--- src/rtl/reg_file_bist.sv ---
// rtl/reg_file_bist.sv - march-style built-in self-test initiator for reg_file
//
// Purpose:
//   Drives reg_file's write and read ports through four phases. WR_A writes
//   pat(r) to r=1..31. RD_A reads both ports in opposite address orders and
//   checks the data. WR_B and RD_B repeat this with ~pat(r). A final write
//   of all ones to x0, followed by a read, confirms that x0 stays zero.
//   The first mismatch is captured. The run always goes to the end.
//
// Ports:
//   clk_i, rst_i         clock (rising edge), asynchronous active-high reset
//   start_i              begin a run; sampled in IDLE only
//   busy_o, done_o       run in progress; one-cycle end-of-run pulse
//   pass_o               no mismatch in the last run (valid from done_o)
//   fail_addr_o/_port_o  register index and port (0=rs1, 1=rs2) of first mismatch
//   fail_data_o          read value seen at first mismatch
//   rs1_addr_o, rs2_addr_o, rd_addr_o, rd_wdata_o, rd_wen_o   to reg_file
//   rs1_rdata_i, rs2_rdata_i                                  from reg_file
module reg_file_bist #(
  parameter int          DATA_W = 32,
  parameter logic [31:0] SEED   = 32'hA5A5_5A5A
) (
  input  logic              clk_i,
  input  logic              rst_i,
  input  logic              start_i,
  output logic              busy_o,
  output logic              done_o,
  output logic              pass_o,
  output logic [4:0]        fail_addr_o,
  output logic              fail_port_o,
  output logic [DATA_W-1:0] fail_data_o,
  output logic [4:0]        rs1_addr_o,
  output logic [4:0]        rs2_addr_o,
  output logic [4:0]        rd_addr_o,
  output logic [DATA_W-1:0] rd_wdata_o,
  output logic              rd_wen_o,
  input  logic [DATA_W-1:0] rs1_rdata_i,
  input  logic [DATA_W-1:0] rs2_rdata_i
);

  typedef enum logic [2:0] {
    S_IDLE, S_WR_A, S_RD_A, S_WR_B, S_RD_B, S_X0_WR, S_X0_RD, S_DONE
  } state_t;

  state_t              state_q, state_d;
  logic [4:0]          idx_q, idx_d;
  logic                pass_q, pass_d;
  logic [4:0]          fail_addr_q, fail_addr_d;
  logic                fail_port_q, fail_port_d;
  logic [DATA_W-1:0]   fail_data_q, fail_data_d;
  logic                busy_q, busy_d;
  logic                done_q, done_d;
  logic [4:0]          rs1_addr_q, rs1_addr_d;
  logic [4:0]          rs2_addr_q, rs2_addr_d;
  logic [4:0]          rd_addr_q, rd_addr_d;
  logic [DATA_W-1:0]   rd_wdata_q, rd_wdata_d;
  logic                rd_wen_q, rd_wen_d;

  logic                cmp;
  logic [DATA_W-1:0]   exp1, exp2;

  function automatic logic [DATA_W-1:0] pat(input logic [4:0] r);
    logic [31:0] p;
    p = SEED ^ ({27'd0, r} * 32'h0101_0101);
    return DATA_W'(p);
  endfunction

  always_comb begin
    state_d     = state_q;
    idx_d       = idx_q;
    pass_d      = pass_q;
    fail_addr_d = fail_addr_q;
    fail_port_d = fail_port_q;
    fail_data_d = fail_data_q;
    cmp         = 1'b0;
    exp1        = '0;
    exp2        = '0;

    case (state_q)
      S_IDLE: begin
        if (start_i) begin
          state_d     = S_WR_A;
          idx_d       = 5'd1;
          pass_d      = 1'b1;
          fail_addr_d = '0;
          fail_port_d = 1'b0;
          fail_data_d = '0;
        end
      end
      S_WR_A, S_WR_B: begin
        if (idx_q == 5'd31) begin
          state_d = (state_q == S_WR_A) ? S_RD_A : S_RD_B;
          idx_d   = 5'd1;
        end else begin
          idx_d = 5'(idx_q + 5'd1);
        end
      end
      S_RD_A, S_RD_B: begin
        cmp  = 1'b1;
        // The rs2 port walks downward, so rs2 reads address 32-idx, which is (0 - idx) mod 32.
        exp1 = pat(idx_q);
        exp2 = pat(5'd0 - idx_q);
        if (state_q == S_RD_B) begin
          exp1 = ~exp1;
          exp2 = ~exp2;
        end
        if (idx_q == 5'd31) begin
          state_d = (state_q == S_RD_A) ? S_WR_B : S_X0_WR;
          idx_d   = (state_q == S_RD_A) ? 5'd1 : 5'd0;
        end else begin
          idx_d = 5'(idx_q + 5'd1);
        end
      end
      S_X0_WR: state_d = S_X0_RD;
      S_X0_RD: begin
        cmp     = 1'b1;
        state_d = S_DONE;
      end
      S_DONE:  state_d = S_IDLE;
      default: state_d = S_IDLE;
    endcase

    // pass_q is still 1 only before the first mismatch, so it gates the capture.
    // rs1 is checked first, so rs1 wins when both ports miss in the same cycle.
    if (cmp) begin
      if (rs1_rdata_i != exp1) begin
        pass_d = 1'b0;
        if (pass_q) begin
          fail_addr_d = rs1_addr_q;
          fail_port_d = 1'b0;
          fail_data_d = rs1_rdata_i;
        end
      end else if (rs2_rdata_i != exp2) begin
        pass_d = 1'b0;
        if (pass_q) begin
          fail_addr_d = rs2_addr_q;
          fail_port_d = 1'b1;
          fail_data_d = rs2_rdata_i;
        end
      end
    end

    // The port drives come from the next state, so the outputs are registered
    // and line up with the state cycle they belong to.
    busy_d     = (state_d != S_IDLE) && (state_d != S_DONE);
    done_d     = (state_d == S_DONE);
    rs1_addr_d = '0;
    rs2_addr_d = '0;
    rd_addr_d  = '0;
    rd_wdata_d = '0;
    rd_wen_d   = 1'b0;
    case (state_d)
      S_WR_A: begin
        rd_wen_d   = 1'b1;
        rd_addr_d  = idx_d;
        rd_wdata_d = pat(idx_d);
      end
      S_WR_B: begin
        rd_wen_d   = 1'b1;
        rd_addr_d  = idx_d;
        rd_wdata_d = ~pat(idx_d);
      end
      S_RD_A, S_RD_B: begin
        rs1_addr_d = idx_d;
        rs2_addr_d = 5'd0 - idx_d;
      end
      S_X0_WR: begin
        rd_wen_d   = 1'b1;
        rd_wdata_d = '1;
      end
      default: ;
    endcase
  end

  always_ff @(posedge clk_i or posedge rst_i) begin
    if (rst_i) begin
      state_q     <= S_IDLE;
      idx_q       <= '0;
      pass_q      <= 1'b0;
      fail_addr_q <= '0;
      fail_port_q <= 1'b0;
      fail_data_q <= '0;
      busy_q      <= 1'b0;
      done_q      <= 1'b0;
      rs1_addr_q  <= '0;
      rs2_addr_q  <= '0;
      rd_addr_q   <= '0;
      rd_wdata_q  <= '0;
      rd_wen_q    <= 1'b0;
    end else begin
      state_q     <= state_d;
      idx_q       <= idx_d;
      pass_q      <= pass_d;
      fail_addr_q <= fail_addr_d;
      fail_port_q <= fail_port_d;
      fail_data_q <= fail_data_d;
      busy_q      <= busy_d;
      done_q      <= done_d;
      rs1_addr_q  <= rs1_addr_d;
      rs2_addr_q  <= rs2_addr_d;
      rd_addr_q   <= rd_addr_d;
      rd_wdata_q  <= rd_wdata_d;
      rd_wen_q    <= rd_wen_d;
    end
  end

  assign busy_o      = busy_q;
  assign done_o      = done_q;
  assign pass_o      = pass_q;
  assign fail_addr_o = fail_addr_q;
  assign fail_port_o = fail_port_q;
  assign fail_data_o = fail_data_q;
  assign rs1_addr_o  = rs1_addr_q;
  assign rs2_addr_o  = rs2_addr_q;
  assign rd_addr_o   = rd_addr_q;
  assign rd_wdata_o  = rd_wdata_q;
  assign rd_wen_o    = rd_wen_q;

endmodule

--- config.mk ---
export PLATFORM = sky130hd
export DESIGN_NAME = reg_file_bist
export DESIGN_NICKNAME = d
export VERILOG_FILES = /design/src/rtl/reg_file_bist.sv
export SDC_FILE = /design/constraint.sdc
export NUM_CORES = 1
export LEC_CHECK = 0
export ABC_AREA = 1
export BUFFER_PORTS_ARGS = -buffer_cell sky130_fd_sc_hd__buf_2
export CORE_ASPECT_RATIO = 1.4
export CORE_MARGIN = 3
export CORE_UTILIZATION = 55
export DETAILED_ROUTE_END_ITERATION = 8
export PLACE_DENSITY_LB_ADDON = 0.05
export SETUP_SLACK_MARGIN = 0.5
export SYNTH_ARGS = -nofsm -noshare
export SYNTH_HDL_FRONTEND = slang
export SYNTH_SLANG_ARGS = --single-unit
export TNS_END_PERCENT = 30
--- constraint.sdc ---
create_clock -name clk_i -period 6.4 [get_ports clk_i]
set_clock_uncertainty 0.2 [all_clocks]
set_input_delay 0.64 -clock clk_i [delete_from_list [all_inputs] [get_ports clk_i]]
set_output_delay 0.64 -clock clk_i [all_outputs]
set_load 0.01 [all_outputs]
---- After elaboration in Yosys (flattened, before gate mapping) ----
Index checks and enable logic that the tools add are counted.
storage, ports and cells
  bits of input ports ..................... 67
  output and inout bits ................... 89
  register bits after elaboration ......... 97
  word-level logic and storage cells ...... 98
cells by class
  $mul .................................... 3
  $add $sub $neg .......................... 3
  equality and inequality tests ........... 17
  bitwise gates (word level) .............. 6
  reductions and logical operators ........ 9
  muxes and demuxes ....................... 47
operator list
  operator                 number
  $mux W32                 11
  $not A32 Y32             3
  $pmux W32 S3             1
  $mul A5 B25 Y30 const B  3
  $mux W5                  13
  $ne A32 B32 Y1           2
  $not A15 Y16             3
  $eq A3 B3 Y1 const B     7
  $pmux W3 S6              1
  $mux W1                  15
  $mux W3                  5
  $pmux W5 S3              1
  $eq A3 B2 Y1 const B     4
  $sub A1 B5 Y5 const A    2
  $reduce_or A2 Y1         4
  $eq A3 B1 Y1 const B     2
  $reduce_or A3 Y1         2
  $add A5 B1 Y5 const B    1
  $eq A5 B5 Y1 const B     1
  $logic_not A3 Y1         1
  $ne A3 B3 Y1 const B     1
  $reduce_bool A3 Y1       1
  $logic_and A1 B1 Y1      1

---- Depth between registers and ports, before layout ----
  depth after elaboration ................. 10
  mapped depth ............................ 18
  gate-level depth less buffers ........... 18

---- Worst setup path after synthesis ----
Ideal clock, no wire load.
  kind .................................... flip-flop to flip-flop
  start ................................... reg idx_q[0]
  end ..................................... reg fail_data_q[26] (netlist: fail_data_o[26])
  arrival time ............................ 2.170 ns
  path buffers ............................ 1
  data required time ...................... 6.078 ns
  stages on the path, launching flop included .. 18
  period minus slack after synthesis ...... 2.492 ns
  setup slack ............................. 3.908 ns
  setup time .............................. 0.122 ns
  cells stage by stage .................... dfrtp_1 > inv_1 > ha_1 > inv_1 > nand3_1 > nand2_1 > nand2_1 > nand2_1 > nand2_1 > nor2_1 > nand2_1 > nor2_4 > nand2_2 > nor2_8 > buf_6 > nand3_1 > nand3_1 > a21oi_2
on the way
  word-level cells in the longest chain between the ends .. 10
  elaborated cells between the ends (all ways) .. 16
  classes of those cells .................. 1 x add/sub; 2 x mul; 2 x eq/ne; 7 x mux; 4 x bitwise
ends and longest elaborated chain
  what                       RTL line  source
  start, declared            46        logic [4:0] idx_q, idx_d;
  start signal, assigned     192       idx_q <= idx_d;
  $sub A1 B5 Y5              102       exp2 = pat(5'd0 - idx_q);
  $mul A5 B25 Y30            64        p = SEED ^ ({27'd0, r} * 32'h0101_0101);
  $not A15 Y16 (no line)     -
  $not A32 Y32               105       exp2 = ~exp2;
  $mux W32                   103       if (state_q == S_RD_B) begin
  $mux W32                   79        case (state_q)
  $ne A32 B32 Y1             133       end else if (rs2_rdata_i != exp2) begin
  $mux W32                   133
  $mux W32 (*)               126       if (rs1_rdata_i != exp1) begin
  $mux W32 (*)               125       if (cmp) begin
  named net fail_data_d[26]  50        logic [DATA_W-1:0] fail_data_q, fail_data_d;
  end signal, assigned       196       fail_data_q <= fail_data_d;
  end, declared              50
Mark *: on every way through the listed nets, which the timed path passes. The rest lies on a longest branch.

---- Worst setup path after layout ----
  start ................................... reg state_q[2]
  end ..................................... reg fail_addr_q[0] (netlist: fail_addr_o[0])
on the way
  word-level cells in the longest chain between the ends .. 7
  elaborated cells between the ends (all ways) .. 19
  classes of those cells .................. 5 x eq/ne; 11 x mux; 3 x reduce/logical
ends and longest elaborated chain
  what                                                 RTL line  source
  start, declared                                      45        state_t state_q, state_d;
  start signal, assigned                               191       state_q <= state_d;
  $eq A3 B3 Y1 / $eq A3 B2 Y1 (equally long branches)  79, 103
  $mux W32 / $reduce_or A2 Y1 (equally long branches)  103, 79
  $mux W32                                             79
  $ne A32 B32 Y1                                       133
  $mux W5                                              133
  $mux W5                                              126
  $mux W5 (*)                                          125
  named net fail_addr_d[0]                             48        logic [4:0] fail_addr_q, fail_addr_d;
  end signal, assigned                                 194       fail_addr_q <= fail_addr_d;
  end, declared                                        48
Marks and branches as above.

==> results.md <==
* Crit path launch type: flip-flop
* Worst-path clk slew at 70 ps
* Cell Pwr Density at 154 nW/um^2
* Mapped Avg Cell Area at 6.51 um^2
* CP Max Fanout at 38
* All-layer global routing usage at 31.0%
* EDFF count, synth at 0
* First-pass GRT wire length at 33.5 mm
* Grt ovf at 0
* Ys async rst share at 100%
* Largest family of logic cells by synthesized area: simple AND/OR/NAND/NOR gates
* Critical Path, Cell by Cell: inv_1, nand3_2, nand2_4, inv_2, nor2_1, nand2_1, nand2_1, nand3_1, nor2_2, nand2_2, nor2_8, nand2_2, nor2_1, nor2_1, nand2_1, nand2_1
* Fin Setup TNS at 0 ps
* Switching power at 0.289 mW
* Max-Cap Viols at 0
* Synthesized Nets at 1,091
* Synth top cells by count: 165 x nand2_1, 162 x inv_1, 135 x nor2_1
* Synth Area in Simple Gates at 30.9%
* Post-layout util at 64.6%
* Seq/Total Area, Yosys at 28.7%
* Critical Path AT at 3610 ps
* Area Growth Syn to Fin at 12.6%
* Mapped Area at 6630 um^2
* R2r setup slk at 2810 ps
* Post-CTS Setup Bufs at 0
* Longest Clk Path Bufs at 2
* Synthesized-area fraction occupied by adder cells at 0.943%
* Post-Place Worst Slack at 2920 ps
* Clock share of power at 51.6%
* DRC at 0
* Worst path top cell family by delay: simple AND/OR/NAND/NOR gates
* Status: finished, final reports clean
* Vias in the first global route at 6,602
* DRT iter0 DRCs at 675
* Initial core utilization at 57.3%
* CP max-delay cell: dfrtp_1
* Clk sinks at 76
* Static leakage at 3.93 nW
* Hold crit path type: reg2reg
* Core ar. at 11,600 um^2
* Worst Path Buf+Inv at 2
* Initial antenna violation count at 0
* Placer congestion estimate at 0.993
* DR WL/cell at 16.7 um
* Slew HR at 32.4%
* Htree depth at 3
* Critical Path Most Common Cell: nand2_1
* VDD IR-drop max at 134 uV
* Die H at 136 um
* WS Path Type: reg2reg
* I/O pin cnt at 156
* Multiplexer share of the synthesized area at 0%
* Share of cells above drive strength 1 at 21.2%
* Final wirelength at 21.1 mm
* RSZ-0062 raised after global routing: false
* Final Cycle Share at 56.1%
* Final setup fails at 0
* Yosys reg bits at 76
* 1st-pass router iterations at 9
* Antenna viol nets, final at 0
* Fin crit period at 3590 ps
* Worst-Margin Slew at 1010 ps
* XOR/XNOR share of the synthesized area at 0.924%
* Largest net degree at the start of global routing at 77
* Synth Flop Type: dfrtp_1
* # fillers at 1,122
* Max Slew Vio Count at 0
* Fraction of the mapped netlist area in compound gates at 21.2%
* Internal power at 0.859 mW
* Via count of the routed design at 7,215
* Sequential power share at 41.8%
* CTS buffer count at 9
* Final net count at 1,190
* Post-Synthesis Cells at 1,019
* Vias per cell at 5.69
* Top-count cell post-synth: nand2_1
* Post_cts resized at 0
* Worst-Skew Late Latency at 340 ps
* Synth unique cells at 36
* Hold-fix buffers at CTS at 0
* Min Hold Slack at 363 ps
* Clock root buffer: clkbuf_16
* Max incr delay on CP at 550 ps
* FP Rows at 46
* Diodes inserted at 0
* Placed cell areas at 7130 um^2
* Worst path required time at 6430 ps
* Die W at 98.8 um
* Switching Share at 25.2%
* Final setup margin at 2810 ps
* Die ar. at 13,400 um^2
* CP endpoint kind: flip-flop
* Area share of the largest cell type after synthesis at 28.7%
* Fmax at 0.279 GHz
* Post-route cell area at 7470 um^2
* Area contributors post-synth: dfrtp_1 29%, nand3_1 9.4%, nand2_1 9.3%
* Combinational share of power at 6.6%
* PortBufs at 155
* Yosys warnings at 0
* HPWL Detailed at 14.8 mm
* CTS tree: yes
* Final Hold Fails at 0
* Area leader, netlist: dfrtp_1
## per-stage QoR
step | power (mW) | cells
after floorplan | 0.522 | 1019
after global placement | 0.564 | 1251
after detailed placement | 0.564 | 1251
after CTS | 1.15 | 1267
after global routing | 1.18 | 1267
final | 1.15 | 1267
## placed cells by master (no fill, tap or decap), types with 10 or more instances in the layout
cell,count
nand2_1,165
o21bai_2,10
a21oi_2,21
o21ai_0,49
nor2_1,134
o21bai_1,26
o22ai_1,52
a21oi_1,62
inv_1,161
dfrtp_1,76
buf_2,155
nand3_1,125
## power groups by stage
stage	clock, mW	sequential, mW	combinational, mW
detailed placement	0	0.489	0.0747
CTS	0.600	0.480	0.0751
finish	0.592	0.480	0.0759
floorplan	0	0.489	0.0331
global placement	0	0.489	0.0749
global route	0.621	0.480	0.0837
## flip-flops by register name, indices dropped and copies added, names as in the netlist
name,cells
rd_wdata_o,12
rs1_addr_o,4
fail_data_o,32
fail_addr_o,5
rs2_addr_o,5
done_o,1
state_q,3
pass_o,1
rd_addr_o,5
rd_wen_o,1
fail_port_o,1
idx_q,5
busy_o,1
## routing by layer
layer	GRT usage, %	vias to the layer above	share of wire, %
met2	50.6	368	48
li1	-	3496	-
met5	0	-	0
met1	39.6	3290	38
met3	5.65	61	9.1
met4	14.7	0	4.4
## tightest hold or removal path: stages (launching register included)
cell and delay [ps]:
dfrtp_1 380, nand2_1 70, a21oi_1 70
## logic make-up (layout without fill, tap and decap cells)
kind of cell | after synthesis | count (layout)
compound gates | 225 | 225
buf+inv | 243 | 347
simple gates | 463 | 463
xor+xnor | 7 | 7
flops | 76 | 76
fa+ha+maj | 5 | 5
## worst paths after layout
kind | cells past startpoint | startpoint | to
worst max register to register | 16 | state_q[2] | fail_addr_o[0]
worst min-delay path | 2 | fail_port_o | fail_port_o
worst max-delay path | 16 | state_q[2] | fail_addr_o[0]
max in group asynchronous | 3 | rst_i | fail_data_o[27]
min in group asynchronous | 3 | rst_i | fail_data_o[23]
worst min register to register | 2 | fail_port_o | fail_port_o
## layout make-up
| class | count | area, um^2 | area share (%) |
|---|---|---|---|
| Clock buffer | 9 | 225 | 3.02 |
| Sequential cell | 76 | 1900 | 25.5 |
| Clock inverter | 7 | 119 | 1.59 |
| Timing Repair Buffer | 161 | 821 | 11.0 |
| Multi-Input combinational cell | 700 | 3580 | 48.0 |
| Tap cell | 144 | 180 | 2.41 |
| Inverter | 170 | 639 | 8.56 |
(Power assumes the default switching activity.)
